$ cat config.mk
export PLATFORM = sky130hd
export DESIGN_NAME = dmem_arbiter_flat
export DESIGN_NICKNAME = d
export VERILOG_FILES = /design/src/rtl/dmem_arbiter_if.sv /design/src/rtl/dmem_arbiter.sv /design/src/flat_wrapper.sv
export SDC_FILE = /design/constraint.sdc
export NUM_CORES = 1
export LEC_CHECK = 0
export ABC_AREA = 1
export BUFFER_PORTS_ARGS = -buffer_cell sky130_fd_sc_hd__buf_2
export CORE_AREA = 3 3 96 98
export DETAILED_ROUTE_END_ITERATION = 7
export DIE_AREA = 0 0 99 101
export GPL_TIMING_DRIVEN = 1
export HOLD_SLACK_MARGIN = 0.06
export SKIP_CTS_REPAIR_TIMING = 1
export SLEW_MARGIN = 30
export SYNTH_ARGS = -nofsm -noshare
export SYNTH_HDL_FRONTEND = slang
export SYNTH_SLANG_ARGS = --single-unit
$ cat constraint.sdc
create_clock -name clk -period 1.15 [get_ports clk]
set_input_delay 0.23 -clock clk [delete_from_list [all_inputs] [get_ports clk]]
set_output_delay 0.23 -clock clk [all_outputs]
set_load 0.01 [all_outputs]
$ cat src/rtl/dmem_arbiter_if.sv
`default_nettype none
// ============================================================================
//  Module   : dmem_arbiter_if
//  Purpose  : Bundles the CPU, auxiliary-requester and DMEM port signals
//             around the data-memory arbiter.
//  Revision : 1.0 - initial release
// ============================================================================
interface dmem_arbiter_if #(
   parameter int ADDR_W = 12
) ();

   // CPU M-stage side
   logic              cpu_req;
   logic [3:0]        cpu_we;
   logic [ADDR_W-1:0] cpu_addr;
   logic [31:0]       cpu_wdata;
   logic              cpu_stall;
   logic [31:0]       cpu_rdata;

   // Auxiliary requester side (bootloader / debug DMA)
   logic              aux_valid;
   logic              aux_ready;
   logic [3:0]        aux_we;
   logic [ADDR_W-1:0] aux_addr;
   logic [31:0]       aux_wdata;
   logic              aux_rvalid;
   logic [31:0]       aux_rdata;

   // DMEM block-RAM port
   logic              mem_en;
   logic [3:0]        mem_we;
   logic [ADDR_W-1:0] mem_addr;
   logic [31:0]       mem_wdata;
   logic [31:0]       mem_rdata;

   // Arbiter view
   modport slave (
      input  cpu_req, cpu_we, cpu_addr, cpu_wdata,
      output cpu_stall, cpu_rdata,
      input  aux_valid, aux_we, aux_addr, aux_wdata,
      output aux_ready, aux_rvalid, aux_rdata,
      output mem_en, mem_we, mem_addr, mem_wdata,
      input  mem_rdata
   );

   // Environment view: requesters plus the memory itself
   modport master (
      output cpu_req, cpu_we, cpu_addr, cpu_wdata,
      input  cpu_stall, cpu_rdata,
      output aux_valid, aux_we, aux_addr, aux_wdata,
      input  aux_ready, aux_rvalid, aux_rdata,
      input  mem_en, mem_we, mem_addr, mem_wdata,
      output mem_rdata
   );

endinterface : dmem_arbiter_if
`default_nettype wire

$ cat src/rtl/dmem_arbiter.sv
`default_nettype none
// ============================================================================
//  Module   : dmem_arbiter
//  Purpose  : Shares the single DMEM port between the CPU (fixed priority)
//             and an auxiliary requester. A starvation counter forces one
//             aux grant (stalling the CPU for that cycle) after STARVE_LIMIT
//             consecutive waiting cycles. Aux reads return with a 1-cycle
//             valid strobe.
//  Revision : 1.0 - initial release
// ============================================================================
module dmem_arbiter #(
   parameter int ADDR_W       = 12,
   parameter int STARVE_LIMIT = 8     // legal range 1..255
) (
   input  logic            clk,
   input  logic            rst,
   dmem_arbiter_if.slave   bus_io
);

   typedef enum logic [0:0] {
      ST_NORMAL    = 1'b0,
      ST_FORCE_AUX = 1'b1
   } state_t;

   // Compared against the 9-bit incremented count so 255 cannot wrap
   localparam logic [8:0] c_limit = 9'(STARVE_LIMIT);

   state_t      state_q, state_d;
   logic [7:0]  wcnt_q,  wcnt_d;
   logic        aux_rd_q, aux_rd_d;

   logic        w_grant_cpu;
   logic        w_grant_aux;
   logic        w_cpu_stall;
   logic [8:0]  w_wcnt_inc;

   assign w_wcnt_inc = {1'b0, wcnt_q} + 9'd1;

   // State, wait counter and pending-aux-read flag
   always_ff @(posedge clk) begin
      if (rst) begin
         state_q  <= ST_NORMAL;
         wcnt_q   <= 8'd0;
         aux_rd_q <= 1'b0;
      end else begin
         state_q  <= state_d;
         wcnt_q   <= wcnt_d;
         aux_rd_q <= aux_rd_d;
      end
   end

   // Grant decision; everything is suppressed while reset is held so an
   // abandoned FORCE_AUX cycle cannot leak an access to the RAM
   always_comb begin
      w_grant_cpu = 1'b0;
      w_grant_aux = 1'b0;
      w_cpu_stall = 1'b0;
      if (!rst) begin
         case (state_q)
            ST_FORCE_AUX: begin
               if (bus_io.aux_valid) begin
                  w_grant_aux = 1'b1;
                  w_cpu_stall = bus_io.cpu_req;
               end else if (bus_io.cpu_req) begin
                  // aux dropped its request: fall back to normal priority
                  w_grant_cpu = 1'b1;
               end
            end
            default: begin
               if (bus_io.cpu_req) begin
                  w_grant_cpu = 1'b1;
               end else if (bus_io.aux_valid) begin
                  w_grant_aux = 1'b1;
               end
            end
         endcase
      end
   end

   // Next state and starvation counter; FORCE_AUX lasts exactly one cycle
   always_comb begin
      state_d  = ST_NORMAL;
      wcnt_d   = wcnt_q;
      aux_rd_d = w_grant_aux && (bus_io.aux_we == 4'b0000);
      if (w_grant_aux) begin
         wcnt_d = 8'd0;
      end else if (bus_io.aux_valid) begin
         if (wcnt_q != 8'hFF) begin
            wcnt_d = w_wcnt_inc[7:0];
         end
         if (w_wcnt_inc == c_limit) begin
            state_d = ST_FORCE_AUX;
         end
      end else begin
         wcnt_d = 8'd0;
      end
   end

   // DMEM port mux and requester-side outputs
   always_comb begin
      bus_io.mem_en    = w_grant_cpu | w_grant_aux;
      bus_io.mem_we    = 4'b0000;
      bus_io.mem_addr  = '0;
      bus_io.mem_wdata = 32'd0;
      if (w_grant_aux) begin
         bus_io.mem_we    = bus_io.aux_we;
         bus_io.mem_addr  = bus_io.aux_addr;
         bus_io.mem_wdata = bus_io.aux_wdata;
      end else if (w_grant_cpu) begin
         bus_io.mem_we    = bus_io.cpu_we;
         bus_io.mem_addr  = bus_io.cpu_addr;
         bus_io.mem_wdata = bus_io.cpu_wdata;
      end
      bus_io.aux_ready  = w_grant_aux;
      bus_io.cpu_stall  = w_cpu_stall;
      bus_io.aux_rvalid = aux_rd_q;
      bus_io.aux_rdata  = bus_io.mem_rdata;
      bus_io.cpu_rdata  = bus_io.mem_rdata;
   end

endmodule : dmem_arbiter
`default_nettype wire

$ cat src/flat_wrapper.sv
// flat-port wrapper written by rule: the top's interface ports become plain ports
module dmem_arbiter_flat 
#(
   parameter int ADDR_W       = 12,
   parameter int STARVE_LIMIT = 8                          
)
  (clk, rst, bus_io_cpu_req, bus_io_cpu_we, bus_io_cpu_addr, bus_io_cpu_wdata, bus_io_cpu_stall, bus_io_cpu_rdata, bus_io_aux_valid, bus_io_aux_we, bus_io_aux_addr, bus_io_aux_wdata, bus_io_aux_ready, bus_io_aux_rvalid, bus_io_aux_rdata, bus_io_mem_en, bus_io_mem_we, bus_io_mem_addr, bus_io_mem_wdata, bus_io_mem_rdata);
  dmem_arbiter_if #(.ADDR_W(ADDR_W)) bus_io_i ();
  input  logic clk;
  input  logic rst;
  input wire logic [$bits(bus_io_i.cpu_req)-1:0] bus_io_cpu_req;
  input wire logic [$bits(bus_io_i.cpu_we)-1:0] bus_io_cpu_we;
  input wire logic [$bits(bus_io_i.cpu_addr)-1:0] bus_io_cpu_addr;
  input wire logic [$bits(bus_io_i.cpu_wdata)-1:0] bus_io_cpu_wdata;
  output wire logic [$bits(bus_io_i.cpu_stall)-1:0] bus_io_cpu_stall;
  output wire logic [$bits(bus_io_i.cpu_rdata)-1:0] bus_io_cpu_rdata;
  input wire logic [$bits(bus_io_i.aux_valid)-1:0] bus_io_aux_valid;
  input wire logic [$bits(bus_io_i.aux_we)-1:0] bus_io_aux_we;
  input wire logic [$bits(bus_io_i.aux_addr)-1:0] bus_io_aux_addr;
  input wire logic [$bits(bus_io_i.aux_wdata)-1:0] bus_io_aux_wdata;
  output wire logic [$bits(bus_io_i.aux_ready)-1:0] bus_io_aux_ready;
  output wire logic [$bits(bus_io_i.aux_rvalid)-1:0] bus_io_aux_rvalid;
  output wire logic [$bits(bus_io_i.aux_rdata)-1:0] bus_io_aux_rdata;
  output wire logic [$bits(bus_io_i.mem_en)-1:0] bus_io_mem_en;
  output wire logic [$bits(bus_io_i.mem_we)-1:0] bus_io_mem_we;
  output wire logic [$bits(bus_io_i.mem_addr)-1:0] bus_io_mem_addr;
  output wire logic [$bits(bus_io_i.mem_wdata)-1:0] bus_io_mem_wdata;
  input wire logic [$bits(bus_io_i.mem_rdata)-1:0] bus_io_mem_rdata;
  assign bus_io_i.cpu_req = bus_io_cpu_req;
  assign bus_io_i.cpu_we = bus_io_cpu_we;
  assign bus_io_i.cpu_addr = bus_io_cpu_addr;
  assign bus_io_i.cpu_wdata = bus_io_cpu_wdata;
  assign bus_io_cpu_stall = bus_io_i.cpu_stall;
  assign bus_io_cpu_rdata = bus_io_i.cpu_rdata;
  assign bus_io_i.aux_valid = bus_io_aux_valid;
  assign bus_io_i.aux_we = bus_io_aux_we;
  assign bus_io_i.aux_addr = bus_io_aux_addr;
  assign bus_io_i.aux_wdata = bus_io_aux_wdata;
  assign bus_io_aux_ready = bus_io_i.aux_ready;
  assign bus_io_aux_rvalid = bus_io_i.aux_rvalid;
  assign bus_io_aux_rdata = bus_io_i.aux_rdata;
  assign bus_io_mem_en = bus_io_i.mem_en;
  assign bus_io_mem_we = bus_io_i.mem_we;
  assign bus_io_mem_addr = bus_io_i.mem_addr;
  assign bus_io_mem_wdata = bus_io_i.mem_wdata;
  assign bus_io_i.mem_rdata = bus_io_mem_rdata;
  dmem_arbiter #(.ADDR_W(ADDR_W), .STARVE_LIMIT(STARVE_LIMIT)) u_core (.clk(clk), .rst(rst), .bus_io(bus_io_i));
endmodule
==> Word-level counts from Yosys, hierarchy flattened <==
Index checks and enable logic that the tools add are counted.
{ "op_classes": {"n_mux": 18, "eq_ne": 2, "reduce_logical": 3, "n_bitwise": 2, "n_addsub": 1} }
{ "op_table": {"columns": ["operator", "n"], "rows": [
  ["$mux W32", 2],
  ["$mux W12", 2],
  ["$mux W1", 12],
  ["$add A8 B1 Y9 const B", 1],
  ["$eq A9 B4 Y1 const B", 1],
  ["$mux W4", 2],
  ["$ne A8 B8 Y1 const B", 1],
  ["$logic_not A4 Y1", 1],
  ["$reduce_or A3 Y1", 1],
  ["$logic_and A1 B1 Y1", 1],
  ["$not A1 Y1", 1],
  ["$or A1 B1 Y1", 1]
]} }
{ "word_totals": {"ff_bits": 10, "in_bits": 132, "word_cells": 29} }

==> Depth between registers and ports, before layout <==
{ "depth": {"word_depth": 6, "ltp_mapped": 7, "mapped_depth_nobuf": 7} }

==> Least setup slack after synthesis <==
OpenSTA, ideal clock, no wires.
{ "synth_timing": {"kind": "register -> output", "startpoint": "register u_core.state_q", "endpoint": "output port bus_io_mem_wdata[24]", "setup_slack_ps": -46, "required_time_ps": 920, "stages_incl_launch_ff": 4, "arrival_time_ps": 966, "path_cell_list": "dfxtp_1 nand2_1 clkbuf_1 a32o_1"} }
{ "synth_via": {"elab_chain_len": 4, "word_cells_on_any_way": 6, "classes_between": "mux (6)"} }
{ "synth_rtl": {"columns": ["element", "line", "source"], "rows": [
  ["start, declared", "dmem_arbiter.sv:28", "state_t state_q, state_d;"],
  ["start signal, assigned", "dmem_arbiter.sv:46", "state_q <= state_d;"],
  ["$mux W1", "dmem_arbiter.sv:59", "case (state_q)"],
  ["$mux W1", "dmem_arbiter.sv:58", "if (!rst) begin"],
  ["$mux W32", "dmem_arbiter.sv:109", "end else if (w_grant_cpu) begin"],
  ["$mux W32 (*)", "dmem_arbiter.sv:105", "if (w_grant_aux) begin"],
  ["end, declared", "flat_wrapper.sv:27", "output wire logic [$bits(bus_io_i.mem_wdata)-1:0] bus_io_mem_wdata;"]
]} }
Every way passes the cells marked *; elsewhere a longest branch is shown, timed or not.

==> Worst setup path after layout <==
{ "layout_timing": {"startpoint": "register u_core.state_q", "endpoint": "output port bus_io_mem_wdata[0]"} }
The elaborated chain is that of the path after synthesis.

==> summary.md <==
| Metric | Value |
|---|---|
| Status | finished with violations |
| Failing checks | negative setup slack |
| PortBufs | 151 |
| Final Hold Vio Count | 0 |
| Share of layout cells above drive strength 1 | 0.698 |
| CP required | 0.92 ns |
| RSZ-0062 raised after global routing | true |
| Syn nets | 347 |
| Drt drc | 0 |
| Htree depth | 1 |
| Post-Route Skew | 0.000873 ns |
| CTS sink cnt | 10 |
| Final worst slack | -0.401 ns |
| Die height | 101 um |
| FP Rows | 34 |
| CP max stage cell | dfxtp_2 |
| Worst Tran Pin Value | 0.223 ns |
| Mapped Area | 1680 um^2 |
| Root Buffer | clkbuf_8 |
| Critical Path End Type | output pin |
| Drt initial violations | 70 |
| Total grt overflow | 0 |
| GR Layer Usage met2 | 0.167 |
| Met3 GRT Util | 0.0304 |
| Fin cells | 416 |
| GP Congestion | 0.829 |
| Ranking of synthesized cells by area | buf_4, a32o_1, dfxtp_1 |
| Initial antenna violation count | 0 |
| Final nets | 444 |
| Cells along the critical path | nor2_4 -> nor2_8 -> buf_12 -> a32o_1 -> buf_2 |
| Largest net degree at the start of global routing | 44 |
| XOR/XNOR Fraction of Synth Area | 0.00522 |
| Hold Crit Class | input port to flip-flop |
| Most frequent cells in the layout | buf_2, a32o_1, buf_4 |
| Post-synthesis compound-gate area fraction | 0.308 |
| First-pass GRT wire length | 7.99 mm |
| Multiplexer share of the synthesized area | 0 |
| Pre-CTS setup slack | -0.291 ns |
| Yosys warns | 0 |
| Final period util | 1.35 |
| Sequential area share after synthesis | 0.119 |
| Placed cell count | 410 |
| Post-DR wirelength/cell | 14.4 um |
| Die Area | 10000 um^2 |
| Largest family of logic cells by synthesized area | buffers and inverters |
| CTS Buf Count | 3 |
| Maxcap violations | 0 |
| Area share of fa/ha/maj cells after synthesis | 0.0149 |
| Mapped Cells | 213 |
| CP max stage delay | 0.33 ns |
| DP HPWL | 4.75 mm |
| Final min period | 1.55 ns |
| Clock transition at path regs | 0.05 ns |
| Via count | 1901 |
| Die X | 99 um |
| P per Cell Area | 560 nW/um^2 |
| Global Route Usage Sum | 0.0963 |
| Initial DRT Pass Iterations | 4 |
| Max_slew headroom | 0.851 |
| Ports | 248 |
| CTS tree | yes |
| ANT nets after route | 0 |
| Vias per inst | 4.57 |
| # setup viols final | 57 |
| Top cell type by total area after synthesis | buf_4 |
| # fillers | 910 |
| Startpoint Class | flip-flop |
| Clock latency on the worst-skew pair | 0.24 ns |
| Max VDD drop | 514 uV |
| Vias in the first global route | 1662 |
| LEAKAGE | 1.23 nW |
| Post-Route WL | 5.99 mm |
| Distinct cells, synth | 28 |
| Max-slew violation count | 0 |
| Area fraction of the dominant cell type after synthesis | 0.309 |
| # diodes | 0 |
| Worst Path Max Fanout | 15 |
| Syn avg cell area | 7.87 um^2 |
| Setup Crit Path Kind | flip-flop to output pin |
| Area Overhead vs Synth | 40.1% |
| Pwr Total | 0.00132 W |
| Initial Utilization | 0.196 |
| Fmax | 645 MHz |
| WP data arrival | 1.32 ns |
| Met1 Use GR | 0.110 |
| Post-synthesis simple-gate area fraction | 0.171 |
| Yosys reg bits | 10 |
| Setup_tns | -18.97 ns |
| Commonest non-fill, non-tap cell in the layout | buf_2 |
| Clk buf depth | 2 |
| Most used routing layer | met2 |
| Core ar. | 8550 um^2 |
## metal layers
layer  wire (um)  part of all wire
met1        2140              0.36
met2        3040              0.51
met3         639              0.11
met4         165             0.028
met5           0                 0
## registers in the layout, summed over array words and instances (netlist names)
signal / count
u_core.state_q: 1
u_core.bus_io.aux_rvalid: 1
u_core.wcnt_q: 8
## worst max-delay path, delay by kind of cell, from the launching register on
kind / cells / cell delay [ns]
DFF: 1 / 0.33
AOI/OAI and AO/OA: 1 / 0.23
buffers and inverters: 2 / 0.30
and+or+nand+nor: 2 / 0.22
## cell usage after synthesis
| library cell | instances |
|---|---|
| nor3_1 | 1 |
| nand3_2 | 2 |
| buf_6 | 2 |
| ha_1 | 2 |
| or3_1 | 1 |
| nand3_1 | 6 |
| nand2_2 | 1 |
| a32o_1 | 47 |
| nand4_4 | 1 |
| nand2_1 | 16 |
| o21ai_1 | 4 |
| nor3_2 | 2 |
| buf_2 | 3 |
| dfxtp_1 | 10 |
| clkinv_2 | 1 |
| inv_1 | 9 |
| o21ai_2 | 1 |
| buf_4 | 69 |
| inv_2 | 7 |
| clkbuf_1 | 5 |
| nand4_1 | 2 |
| nor2_8 | 1 |
| a21oi_1 | 2 |
| nor2_1 | 10 |
| o21bai_1 | 1 |
| xnor2_1 | 1 |
| nor2_2 | 4 |
| nor2_4 | 2 |
## path summary, 6_finish.rpt
kind	startpoint	to	slack, ns	cells after the start
setup / recovery	u_core.state_q$_SDFF_PP0_	bus_io_mem_wdata[0]	-0.40	5
hold / removal	bus_io_aux_we[3]	u_core.bus_io.aux_rvalid$_SDFF_PP0_	0.17	2
hold reg to reg	u_core.wcnt_q[3]$_SDFFE_PP0P_	u_core.wcnt_q[6]$_SDFFE_PP0P_	0.61	4
setup reg to reg	u_core.state_q$_SDFF_PP0_	u_core.wcnt_q[0]$_SDFFE_PP0P_	-0.07	6
## metrics by stage
| step | hold slack (ns) | util | area, um^2 |
|---|---|---|---|
| 6_report | 0.175 | 0.275 | 2350 |
| 4_1_cts | 0.181 | 0.259 | 2210 |
| 2_1_floorplan | 0.299 | - | 1680 |
| 5_1_grt | 0.188 | 0.275 | 2350 |
| 3_5_place_dp | 0.438 | 0.254 | 2170 |
| 3_3_place_gp | 0.438 | 0.254 | 2170 |
## cell families after synthesis
| logic type | count (synthesis) |
|---|---|
| buffers and inverters | 96 |
| AOI/OAI and AO/OA | 55 |
| and+or+nand+nor | 49 |
| DFF | 10 |
| adders and majority gates | 2 |
| xor gates and xnor gates | 1 |
## where the power goes
part	switching, W	internal, W	total, W
sequential	0.00000406	0.000352	0.000356
clock	0.000144	0.000230	0.000374
combinational	0.000263	0.000323	0.000586
total	0.000411	0.000904	0.00132
## area by class of cell
cell class              count  area [um^2]  share of cell area
inverters                  17         67.6              0.0288
flip-flops and latches     10          206              0.0879
repair buffers            171          971               0.413
well taps                 108          135              0.0575
clock buffers               3         41.3              0.0176
multi-input cells         107          927               0.395
Power figures use the tool's default switching activity.
